==> config.mk <==
export PLATFORM = sky130hd
export DESIGN_NAME = maxpool_stream
export DESIGN_NICKNAME = d
export VERILOG_FILES = /design/src/rtl/yolo_pool_pkg.sv /design/src/rtl/fp16_max2.sv /design/src/rtl/maxpool_stream.sv
export SDC_FILE = /design/constraint.sdc
export NUM_CORES = 1
export LEC_CHECK = 0
export BUFFER_PORTS_ARGS = -buffer_cell sky130_fd_sc_hd__buf_2
export CORE_ASPECT_RATIO = 0.75
export CORE_MARGIN = 10
export CORE_UTILIZATION = 42
export CTS_CLUSTER_SIZE = 10
export DETAILED_ROUTE_END_ITERATION = 10
export HOLD_SLACK_MARGIN = 0.02
export PLACE_DENSITY = 0.72
export SYNTH_ARGS = -nofsm -noshare
export SYNTH_HDL_FRONTEND = slang
export SYNTH_HIERARCHICAL = 1
export SYNTH_SLANG_ARGS = --single-unit
==> constraint.sdc <==
create_clock -name clk -period 4 [get_ports clk]
set_input_delay 0.2 -clock clk [delete_from_list [all_inputs] [get_ports clk]]
set_output_delay 0.2 -clock clk [all_outputs]
set_load 0.01 [all_outputs]
==> src/rtl/yolo_pool_pkg.sv <==
// Shared FP16 types, constants and helpers for the YOLO pooling datapath.
package yolo_pool_pkg;

  typedef logic [15:0] fp16_t;

  localparam fp16_t FP16_POS_ZERO = 16'h0000;
  localparam fp16_t FP16_NEG_INF  = 16'hFC00;
  localparam fp16_t FP16_QNAN     = 16'h7E00;

  function automatic logic fp16_is_nan(input fp16_t x);
    return (x[14:10] == 5'h1F) && (x[9:0] != 10'h000);
  endfunction

  // Negative values (including -0 and -inf) and NaNs clamp to +0.
  function automatic fp16_t fp16_relu(input fp16_t x);
    return (x[15] || fp16_is_nan(x)) ? FP16_POS_ZERO : x;
  endfunction

endpackage

==> src/rtl/fp16_max2.sv <==
// Combinational FP16 maximum. a_i is the incumbent: it is kept on ties (+0 vs -0).
module fp16_max2
  import yolo_pool_pkg::*;
(
  input  fp16_t a_i,
  input  fp16_t b_i,
  output fp16_t y_o
);

  logic a_nan, b_nan, b_gt;

  always_comb begin
    a_nan = fp16_is_nan(a_i);
    b_nan = fp16_is_nan(b_i);
    // Sign-magnitude order; both zeros compare equal regardless of sign.
    if ((a_i[14:0] == 15'h0000) && (b_i[14:0] == 15'h0000)) begin
      b_gt = 1'b0;
    end else if (a_i[15] != b_i[15]) begin
      b_gt = a_i[15];
    end else if (!a_i[15]) begin
      b_gt = b_i[14:0] > a_i[14:0];
    end else begin
      b_gt = b_i[14:0] < a_i[14:0];
    end

    if (a_nan && b_nan) begin
      y_o = FP16_QNAN;
    end else if (a_nan) begin
      y_o = b_i;
    end else if (b_nan) begin
      y_o = a_i;
    end else begin
      y_o = b_gt ? b_i : a_i;
    end
  end

endmodule

==> src/rtl/maxpool_stream.sv <==
// Streaming FP16 max-pool over non-overlapping POOL_K x POOL_K windows, raster-order input.
// Define MAXPOOL_RELU_EN to clamp negative/NaN pooled values to +0 at the output register.
module maxpool_stream
  import yolo_pool_pkg::*;
#(
  parameter int unsigned DATA_WIDTH = 16,
  parameter int unsigned CHANNELS   = 1,
  parameter int unsigned IMG_H      = 13,
  parameter int unsigned IMG_W      = 13,
  parameter int unsigned POOL_K     = 2
) (
  input  logic                           clk,
  input  logic                           rst_n,
  input  logic                           in_valid,
  output logic                           in_ready,
  input  logic                           in_sof,
  input  logic [CHANNELS*DATA_WIDTH-1:0] in_data,
  output logic                           out_valid,
  input  logic                           out_ready,
  output logic [CHANNELS*DATA_WIDTH-1:0] out_data,
  output logic                           out_last
);

  localparam int unsigned PixW = CHANNELS * DATA_WIDTH;
  localparam int unsigned OW   = IMG_W / POOL_K;
  localparam int unsigned OH   = IMG_H / POOL_K;
  localparam int unsigned ColW = (IMG_W > 1) ? $clog2(IMG_W) : 1;
  localparam int unsigned RowW = (IMG_H > 1) ? $clog2(IMG_H) : 1;
  localparam int unsigned KW   = (POOL_K > 1) ? $clog2(POOL_K) : 1;
  localparam int unsigned OxW  = $clog2(OW + 1);
  localparam int unsigned OyW  = $clog2(OH + 1);
  localparam int unsigned IdxW = (OW > 1) ? $clog2(OW) : 1;

  if (DATA_WIDTH != 16) begin : g_bad_width
    $error("maxpool_stream: DATA_WIDTH must be 16 (FP16 only)");
  end
  if ((POOL_K < 1) || (POOL_K > IMG_H) || (POOL_K > IMG_W)) begin : g_bad_pool
    $error("maxpool_stream: POOL_K must be in 1..min(IMG_H, IMG_W)");
  end

  logic [ColW-1:0] col_q, col_d, col_c;
  logic [RowW-1:0] row_q, row_d, row_c;
  logic [KW-1:0]   kx_q, kx_d, kx_c, ky_q, ky_d, ky_c;
  logic [OxW-1:0]  ox_q, ox_d, ox_c;
  logic [OyW-1:0]  oy_q, oy_d, oy_c;
  logic            out_valid_q, out_valid_d, out_last_q, out_last_d;
  logic [PixW-1:0] out_data_q, out_data_d;

  logic            accept, restart, in_win, first_px, last_px;
  logic [IdxW-1:0] rd_idx;
  logic [PixW-1:0] entry, max_pix, merged, pooled;
  logic [PixW-1:0] buf_q [OW];

  assign in_ready = !out_valid_q || out_ready;
  assign accept   = in_valid && in_ready;
  assign restart  = accept && in_sof;

  // Effective position of the beat being accepted: in_sof snaps it to (0,0).
  always_comb begin
    col_c = restart ? '0 : col_q;
    row_c = restart ? '0 : row_q;
    kx_c  = restart ? '0 : kx_q;
    ky_c  = restart ? '0 : ky_q;
    ox_c  = restart ? '0 : ox_q;
    oy_c  = restart ? '0 : oy_q;
  end

  // ox/oy saturate at OW/OH over the discarded right/bottom edge.
  always_comb begin
    col_d = col_q;
    row_d = row_q;
    kx_d  = kx_q;
    ky_d  = ky_q;
    ox_d  = ox_q;
    oy_d  = oy_q;
    if (accept) begin
      if (col_c == ColW'(IMG_W - 1)) begin
        col_d = '0;
        kx_d  = '0;
        ox_d  = '0;
        if (row_c == RowW'(IMG_H - 1)) begin
          row_d = '0;
          ky_d  = '0;
          oy_d  = '0;
        end else begin
          row_d = row_c + 1'b1;
          if (ky_c == KW'(POOL_K - 1)) begin
            ky_d = '0;
            oy_d = oy_c + 1'b1;
          end else begin
            ky_d = ky_c + 1'b1;
            oy_d = oy_c;
          end
        end
      end else begin
        col_d = col_c + 1'b1;
        row_d = row_c;
        ky_d  = ky_c;
        oy_d  = oy_c;
        if (kx_c == KW'(POOL_K - 1)) begin
          kx_d = '0;
          ox_d = ox_c + 1'b1;
        end else begin
          kx_d = kx_c + 1'b1;
          ox_d = ox_c;
        end
      end
    end
  end

  assign in_win   = (ox_c < OxW'(OW)) && (oy_c < OyW'(OH));
  assign first_px = (kx_c == '0) && (ky_c == '0);
  assign last_px  = (kx_c == KW'(POOL_K - 1)) && (ky_c == KW'(POOL_K - 1));
  assign rd_idx   = IdxW'(ox_c);
  assign entry    = buf_q[rd_idx];

  for (genvar c = 0; c < CHANNELS; c++) begin : g_ch
    fp16_max2 u_max (
      .a_i (entry[c*DATA_WIDTH +: DATA_WIDTH]),
      .b_i (in_data[c*DATA_WIDTH +: DATA_WIDTH]),
      .y_o (max_pix[c*DATA_WIDTH +: DATA_WIDTH])
    );
    assign merged[c*DATA_WIDTH +: DATA_WIDTH] = first_px ? in_data[c*DATA_WIDTH +: DATA_WIDTH]
                                                         : max_pix[c*DATA_WIDTH +: DATA_WIDTH];
`ifdef MAXPOOL_RELU_EN
    assign pooled[c*DATA_WIDTH +: DATA_WIDTH] = fp16_relu(merged[c*DATA_WIDTH +: DATA_WIDTH]);
`else
    assign pooled[c*DATA_WIDTH +: DATA_WIDTH] = merged[c*DATA_WIDTH +: DATA_WIDTH];
`endif
  end

  always_comb begin
    out_valid_d = out_valid_q;
    out_data_d  = out_data_q;
    out_last_d  = out_last_q;
    if (out_valid_q && out_ready) begin
      out_valid_d = 1'b0;
    end
    if (accept && in_win && last_px) begin
      out_valid_d = 1'b1;
      out_data_d  = pooled;
      out_last_d  = (ox_c == OxW'(OW - 1)) && (oy_c == OyW'(OH - 1));
    end
  end

  always_ff @(posedge clk) begin
    if (!rst_n) begin
      col_q       <= '0;
      row_q       <= '0;
      kx_q        <= '0;
      ky_q        <= '0;
      ox_q        <= '0;
      oy_q        <= '0;
      out_valid_q <= 1'b0;
      out_data_q  <= '0;
      out_last_q  <= 1'b0;
    end else begin
      col_q       <= col_d;
      row_q       <= row_d;
      kx_q        <= kx_d;
      ky_q        <= ky_d;
      ox_q        <= ox_d;
      oy_q        <= oy_d;
      out_valid_q <= out_valid_d;
      out_data_q  <= out_data_d;
      out_last_q  <= out_last_d;
    end
  end

  // Partial maxima need no reset: each entry is overwritten at the window's first pixel.
  always_ff @(posedge clk) begin
    if (accept && in_win) begin
      buf_q[rd_idx] <= merged;
    end
  end

  assign out_valid = out_valid_q;
  assign out_data  = out_data_q;
  assign out_last  = out_last_q;

endmodule

==> results of run 1 <==
[registers in the layout, indices dropped and copies added, names as in the netlist]
| register | cells |
|---|---|
| kx_q | 1 |
| row_q | 4 |
| ky_q | 1 |
| ox_q | 3 |
| out_data | 16 |
| out_last | 1 |
| oy_q | 3 |
| col_q | 4 |
| out_valid | 1 |
| buf_q | 96 |
[per-stage QoR]
step	instances	util
global placement	830	0.485
detailed placement	830	0.485
CTS	864	0.531
finish	879	0.554
global route	879	0.554
floorplan	558	-
[final cells by class]
type	instances	area (um2)
clock buffer	18	439
fill	1233	6820
sequential	130	3570
multi-input combinational	367	3000
inverter	25	96.3
timing repair buffer	120	893
tap	205	256
clock inverter	14	199
[where the power goes]
group / switching (mW) / leakage (nW) / internal, mW
clock: 0.612 / 0.312 / 1.07
sequential: 0.0129 / 1.15 / 1.49
combinational: 0.276 / 1.68 / 0.263
[cell usage after synthesis, drive strengths merged (2+ instances only)]
master	number	area [um2]
a21oi	24	131
edfxtp	96	2880
nand4	11	68.8
and2	15	93.8
o21a	17	128
nand3	16	80.1
a22o	11	108
ha	19	238
nand3b	2	15.0
dfxtp	34	681
nor4	8	50.1
a221o	11	110
clkbuf	21	80.1
buf	15	108
or4	3	22.5
a31oi	5	37.5
nor4b	2	38.8
nor2b	4	25.0
nor3	7	35.0
o211ai	2	15.0
a221oi	5	61.3
and3	7	45.1
nor2	46	175
a22oi	5	37.5
a311oi	11	96.3
o31a	16	140
mux2i	16	160
nand2b	3	18.8
inv	25	96.4
a211oi	6	45.0
nand2	28	108
o21ai	13	65.1
o2bb2ai	11	96.3
a211o	3	26.3
mux2	24	300
[worst max-delay path, cell delays in order, from the launching register on]
cell	delay (ns)
dfxtp_2	0.31
nor2b_4	0.11
buf_6	0.12
inv_4	0.07
a21oi_1	0.07
buf_4	0.18
buf_4	0.18
a221o_1	0.30
o2bb2ai_2	0.14
buf_4	0.15
nor4_2	0.29
nand4_1	0.15
or3_4	0.36
nand3_1	0.12
o221a_4	0.29
mux2_2	0.35
mux2_2	0.31
buf_4	0.16
[what timing repair did]
action,4_1_cts,5_1_grt
endpoints found under the setup margin,98,105
hold buffers,0,0
gates resized for setup,10,48
setup buffers,2,15
pin swaps,3,20
[metal layers]
metal	GRT usage	part of all wire
met5	0	0
met1	0.230	0.42
met2	0.287	0.48
met3	0.0417	0.074
met4	0.0660	0.018
[cell families (layout without fill, tap and decap cells)]
| kind of cell | Yosys count | count (layout) |
|---|---|---|
| and+or+nand+nor | 158 | 158 |
| muxes | 40 | 40 |
| DFF | 130 | 130 |
| buffers and inverters | 61 | 177 |
| adders and majority gates | 19 | 19 |
| AOI/OAI and AO/OA | 150 | 150 |
[cells in the final DEF (no fill, tap or decap), types with 4 or more instances in the layout]
cell type and instances:
nand2_1 27, o2bb2ai_2 8, a311oi_1 11, a22oi_1 5
mux2i_1 16, o21ai_0 11, nor3_1 4, clkbuf_16 17
buf_4 71, buf_12 6, mux2_2 9, a31oi_1 4
nor2_1 45, a22o_2 9, a221o_1 11, ha_4 6
inv_6 4, nand3_1 16, nand4_1 11, o31a_1 16
nor4_1 4, and3_1 5, a21oi_1 22, buf_2 39
edfxtp_1 96, dfxtp_1 31, inv_2 7, inv_1 17
bufinv_16 4, mux2_4 15, buf_6 4, a211oi_1 5
ha_1 13, o21a_1 17, and2_1 15
[path summary, 6_finish.rpt]
path	startpoint	to	slack, ns	depth (start not counted)
worst min-delay path	in_data[4]	buf_q[2][4]	0.20	2
worst max register to register	out_valid	buf_q[0][11]	0.08	17
worst min register to register	col_q[1]	col_q[1]	0.47	2
worst max-delay path	out_valid	buf_q[0][11]	0.08	17
==> flow_summary.ini, run 1 <==
[global_routing]
grt_pass1_vias = 4957
antenna_found_initial = 0
overflow = 0
grt_max_degree = 24
grt_pass1_wl_um = 28700
grtUsageTotal = 0.178

[sta]
fmax_mhz = 255
rsz0062_at_grt = true
fin_skew_ns = 0.0102
holdWs_ns = 0.201
drv_slew = 0
relSlewSlack = 0.167
fin_crit_ns = 3.92
layout_setup_ws_ns = 0.0786
min_period_over_period = 0.980
setup_tns_ns = 0
worst_slew_pin_slew_ns = 1.24
hold_viol = 0
finalSetupViolations = 0

[drt]
num_vias = 5241
first_pass_iters = 5
ant_nets = 0
drc = 0
initialDrtViolationCount = 576
viasPerCell = 5.96
finalWirelength_um = 19500
routedWlPerCell_um = 22.2

[yosys]
avgSynthCellArea_um2 = 11.8
ys_async_sr_fraction = 0
synth-edff-count = 96
synth_top_family_by_area = compound AO/OA/AOI/OAI gates
synth_mux_area_frac = 0.0701
synth_compound_area_frac = 0.182
ys_types = 66
yosysWarnings = 6
yosysSeqAreaShare = 0.542
syn_nets = 598
synth_area_um2 = 6570
ys_seq_elements = 130
synth-xor-area-share = 0
yosys.area_share.adder = 0.0362
synth_cells = 558
synth_flop_cell = edfxtp_1
synth-simple-area-share = 0.126

[setup_path]
path_class = reg2reg
path_max_fanout = 7
required_ns = 4.17
start_kind = flip-flop
worstPathArrival_ns = 4.09
cp-end-kind = flip-flop

[die]
fp.coreArea_um2 = 15300
fp.dieH_um = 128
die_w_um = 164
io_pins = 40
dieArea_um2 = 21100
fp-row-count = 39
initial_utilization = 0.430

[clock_network]
cts_made_buffers = 17
cts_num_sinks = 130
clock_latency_ns = 0.42
cts_tree = yes
clockBufferDepth = 2
path_clk_slew_ns = 0.06
htreeDepth = 4
root_buffer = clkbuf_16

[layout]
areaGrowthSynthToFinish_pct = 28.7
nets = 701
diodes = 0
drive_above_1_share = 0.355
fin_area_um2 = 8460

[place]
placed_cell_area_um2 = 7410
gp_congestion = 0.933
dp_slack_ns = -0.227
portBuffers = 39
dp.final_hpwl_um = 12700

[flow_run]
cap_viol_max_count = 0

[run_status]
status = finished clean

[power_and_ir_drop]
p_total_mw = 3.72
p_leak_nw = 3.14
powerDensity_nw_per_um2 = 440
ir_worst_vdd_uv = 283

[min_path]
hold_class = in2reg
Note: power is estimated with default switching activity, not from simulation.
==> inputs of run 2 (changes only) <==
- PLACE_DENSITY: 0.72 -> 0.7
- clock period: 4 -> 4.1 ns (I/O delays scaled with it)
==> flow_summary.ini, run 2 (synthesis results as in run 1) <==
[run_status]
status = finished clean

[drt]
first_pass_iters = 5
num_vias = 5063
routedWlPerCell_um = 21.1
drc = 0
finalWirelength_um = 18000
viasPerCell = 5.95
initialDrtViolationCount = 480
ant_nets = 0

[setup_path]
required_ns = 4.40
path_max_fanout = 7
crit-reg2reg-launch = out_valid
cp-end-kind = flip-flop
path_cells = nor2b_4, inv_4, a211oi_4, buf_6, a221o_1, o2bb2ai_4, inv_1, ha_4, nand4_1, nor2_1, o21ai_2, nand4_1, buf_4, a31oi_2, buf_4, a22o_2, mux2_4, o31a_1
path_class = reg2reg
cp_num_buf_inv = 5
max_stage_delay_ns = 0.37
start_kind = flip-flop
cp-startpoint = out_valid
critical-path-top-delay-family = compound AO/OA/AOI/OAI gates
worst_path_max_delay_cell = a211oi_4
reg2reg_slack_ns = 0.11
worstPathArrival_ns = 4.30

[layout]
areaGrowthSynthToFinish_pct = 23.9
layout_commonest_cell = edfxtp_1
drive_above_1_share = 0.305
regMostFlops = buf_q
nets = 673
mostFrequentLayoutCells = edfxtp_1, buf_4, nor2_1
largest_reg_flops = 96
fin_cells = 851
diodes = 0
final_core_util = 0.533

[place]
portBuffers = 39
dp.cells = 812
dp.final_hpwl_um = 12200
gp_congestion = 0.924

[sta]
min_period_over_period = 0.974
setup_tns_ns = 0
fin_crit_ns = 3.99
relSlewSlack = 0.283
finalSetupViolations = 0
fin_skew_ns = 0.00915
hold_viol = 0
fmax_mhz = 250
holdWs_ns = 0.228
drv_slew = 0
worst_slew_pin_slew_ns = 1.07

[clock_network]
cts_num_sinks = 130
clock_latency_ns = 0.42
root_buffer = clkbuf_16
cts_tree = yes
path_clk_slew_ns = 0.06
clockBufferDepth = 2
cts_made_buffers = 17
htreeDepth = 4

[global_routing]
grt_pass1_wl_um = 27500
grt_max_degree = 40
overflow = 0
grtUsageTotal = 0.167
grt_pass1_vias = 5008
antenna_found_initial = 0

[die]
fp.coreArea_um2 = 15300
initial_utilization = 0.430
fp-row-count = 39
fp.dieH_um = 128
die_w_um = 164
io_pins = 40
dieArea_um2 = 21100

[power_and_ir_drop]
p_leak_nw = 2.95
ir_worst_vdd_uv = 330
powerDensity_nw_per_um2 = 420

[min_path]
hp-start = in_data[13]
hold_class = in2reg

[flow_run]
cap_viol_max_count = 0
==> run 2: cell types whose count changed in the layout (fill, tap and decap cells not counted), moves of 4 or more <==
cell / change
buf_4: -25
inv_1: +5
inv_2: -5
inv_4: +5
mux2_2: +5
mux2_4: -5
bufinv_16: -4
o2bb2ai_2: -4
==> run 2: final timing paths <==
kind / depth (start not counted) / endpoint
worst max-delay path: 18 / out_data[3]
worst min-delay path: 2 / buf_q[0][13]
worst max register to register: 18 / out_data[3]
worst min register to register: 2 / col_q[1]
==> run 2: report_power, final <==
group | internal, mW | leakage, nW | switching (mW)
clock network | 0.916 | 0.293 | 0.578
registers | 1.46 | 1.15 | 0.0120
logic | 0.209 | 1.51 | 0.250
==> run 2: stage by stage <==
| step | cell area [um2] | setup slack [ns] | power [mW] |
|---|---|---|---|
| 2_1_floorplan | 6570 | 0.244 | 1.76 |
| 3_3_place_gp | 7260 | -0.166 | 1.88 |
| 3_5_place_dp | 7260 | -0.222 | 1.90 |
| 4_1_cts | 7880 | 0.0262 | 3.39 |
| 5_1_grt | 8140 | -0.0264 | 3.53 |
| 6_report | 8140 | 0.106 | 3.42 |
==> run 2: metal layers <==
metal / vias up / routed length [um] / share of wire / global-route usage
met5: - / 0 / 0 / 0
met2: 172 / 8940 / 0.50 / 0.278
met3: 25 / 1110 / 0.062 / 0.0446
met4: 0 / 394 / 0.022 / 0.0577
li1: 2327 / - / - / -
met1: 2539 / 7530 / 0.42 / 0.206
==> run 2: what timing repair did <==
item                       CTS  global route
pin swaps                    0            10
cloned                       0             2
buffers inserted             0             5
gates resized for setup      6            36
hold buffers                 0             0
setup endpoints to repair   81            99
==> run 2: area by class of cell <==
cell class	instances	area, um2
multi-input cells	368	2980
flip-flops and latches	130	3570
clock buffers	23	532
repair buffers	91	643
fillers	1250	7130
inverters	25	96.3
clock inverters	9	60.1
well taps	205	256
==> inputs of run 3 (changes only) <==
- CORE_ASPECT_RATIO: 0.75 -> unset
- SYNTH_HIERARCHICAL: 1 -> unset
==> flow_summary.ini, run 3 <==
[run_status]
violations = DRC, setup timing
status = complete, but fails checks

[clock_network]
htreeDepth = 4
cts_tree = yes
path_clk_slew_ns = 0.06
ctsHoldBuffers = 0
cts_num_sinks = 130
clock_latency_ns = 0.42
clockBufferDepth = 2
root_buffer = clkbuf_16
cts_made_buffers = 17

[global_routing]
grtUsageTotal = 0.178
grt_pass1_wl_um = 28000
grt_pass1_vias = 5112
overflow = 0
grt_max_degree = 19
antenna_found_initial = 0

[yosys]
syn_nets = 570
synth_area_um2 = 6260
yosys.area.top_type_share = 0.461
ys_seq_elements = 130
synth-edff-count = 96
yosysSeqAreaShare = 0.569
synth_most_common_cell = edfxtp_1
ys_async_sr_fraction = 0
yosysWarnings = 0
ys_types = 70
synth_common_cells = edfxtp_1, nor2_1, nand2_1, inv_1, dfxtp_1
synth_cells = 527
avgSynthCellArea_um2 = 11.9
yosys-top-cells-area = edfxtp_1, dfxtp_1, ha_1
synth_flop_cell = edfxtp_1
synth_top_cell_by_area = edfxtp_1

[power_and_ir_drop]
p_leak_nw = 3.25
switching_power_mw = 0.837
p_int_mw = 2.65
pwr-share-clk = 0.447
combPwrFrac = 0.134
ir_worst_vdd_uv = 294
p_total_mw = 3.48
seqPwrFrac = 0.419
powerDensity_nw_per_um2 = 403
switching_share = 0.240

[layout]
regMostFlops = buf_q
areaGrowthSynthToFinish_pct = 38.1
mostFrequentLayoutCells = edfxtp_1, buf_4, buf_2
diodes = 0
drive_above_1_share = 0.409
final_core_util = 0.593
layout_commonest_cell = edfxtp_1
nets = 715
largest_reg_flops = 96

[drt]
first_pass_iters = 8
initialDrtViolationCount = 357
drc = 2
num_vias = 5154
finalWirelength_um = 18700
routedWlPerCell_um = 21.5
viasPerCell = 5.93
ant_nets = 0

[sta]
hold_viol = 0
worst_slew_pin_slew_ns = 1.06
setup_tns_ns = -10.71
min_period_over_period = 1.04
layout_setup_ws_ns = -0.163
fmax_mhz = 235
finalSetupViolations = 112
drv_slew = 0
fin_crit_ns = 4.26
rsz0062_at_grt = true
relSlewSlack = 0.286
fin_skew_ns = 0.0109

[die]
fp-row-count = 44
die_w_um = 142
dieArea_um2 = 20200
fp.dieH_um = 142
initial_utilization = 0.429
io_pins = 40
fp.coreArea_um2 = 14600

[setup_path]
path_cells = nor2b_4, clkinv_4, a32oi_4, buf_6, buf_4, nor2_1, or3_4, ha_2, a221o_1, a221o_1, or2_4, a221oi_4, buf_4, a211o_1, buf_6, a32oi_1, buf_4, a22o_1
start_kind = flip-flop
required_ns = 4.41
cp_num_buf_inv = 6
path_max_fanout = 7
cp_common_cell = buf_4
max_stage_delay_ns = 0.42
path_class = reg2reg
cp-startpoint = out_valid
crit-reg2reg-launch = out_valid
reg2reg_slack_ns = -0.16
cp-end-kind = flip-flop
worst_path_max_delay_cell = a221o_1
critical-path-top-delay-family = compound AO/OA/AOI/OAI gates
worstPathArrival_ns = 4.57

[place]
gp_congestion = 0.918
dp.final_hpwl_um = 12100
portBuffers = 39

[flow_run]
cap_viol_max_count = 0

[min_path]
hold_class = in2reg
hp-start = rst_n
[run 3: changes by cell type in the layout (fill, tap and decap cells not counted), moves of 11 or more]
cell      delta
mux2_2      -11
and2_1      -11
a311oi_1    -11
o31a_1      -16
o221ai_2    +12
buf_4       +48
o21a_1      -17
[run 3: metrics by stage]
stage	std cells	hold WS [ns]	worst slack [ns]	cell area, um2
2_1_floorplan	527	0.341	0.0115	6350
3_3_place_gp	804	0.445	-0.268	7280
3_5_place_dp	804	0.448	-0.283	7280
4_1_cts	861	0.0747	-0.00601	8330
5_1_grt	869	0.0901	-0.301	8640
6_report	869	0.0894	-0.163	8640
[run 3: per-layer routing]
metal,vias to the layer above,GRT usage,part of all wire
met5,-,0,0
met4,0,0.0586,0.019
met3,28,0.0577,0.083
met2,242,0.277,0.48
met1,2559,0.228,0.42
li1,2325,-,-
[run 3: final timing paths]
| path | depth (start not counted) | endpoint |
|---|---|---|
| worst min-delay path | 3 | kx_q |
| worst max register to register | 18 | out_data[11] |
| worst min register to register | 2 | out_data[4] |
| worst max-delay path | 18 | out_data[11] |
[run 3: power by group through the flow]
stage,Clock (mW),Combinational [mW],Sequential (mW)
after floorplan,0,0.180,1.48
after global placement,0,0.300,1.49
after detailed placement,0,0.308,1.49
after CTS,1.57,0.383,1.46
after global routing,1.64,0.492,1.46
final,1.56,0.466,1.46
[run 3: kinds of logic (layout without fill, tap and decap cells)]
| kind of cell | after synthesis | count (layout) | synth area share |
|---|---|---|---|
| buf+inv | 64 | 222 | 0.0452 |
| fa+ha+maj | 22 | 22 | 0.0440 |
| simple gates | 150 | 150 | 0.119 |
| compound gates | 140 | 140 | 0.186 |
| flops | 130 | 130 | 0.569 |
| xor+xnor | 1 | 1 | 0.00140 |
| mux | 20 | 20 | 0.0354 |
[run 3: what timing repair did]
action,4_1_cts,5_1_grt
setup buffers,27,8
resized for setup,44,44
endpoints found under the setup margin,112,112
hold endpoints to repair,0,0
pin swaps,19,29
gates cloned,0,1
[run 3: worst reg2reg max path: stages, from the launching register on]
cell	delay (ns)
dfxtp_2	0.32
nor2b_4	0.21
clkinv_4	0.08
a32oi_4	0.32
buf_6	0.18
buf_4	0.12
nor2_1	0.05
or3_4	0.34
ha_2	0.19
a221o_1	0.33
a221o_1	0.42
or2_4	0.28
a221oi_4	0.30
buf_4	0.18
a211o_1	0.18
buf_6	0.15
a32oi_1	0.10
buf_4	0.21
a22o_1	0.20
[run 3: cell type report]
cell class                 instances  area (um2)
tap                              184         230
sequential                       130        3570
multi-input combinational        333        2930
clock buffer                      21         450
inverter                          39         151
clock inverter                    11         154
fill                            1060        5940
timing repair buffer             151        1160
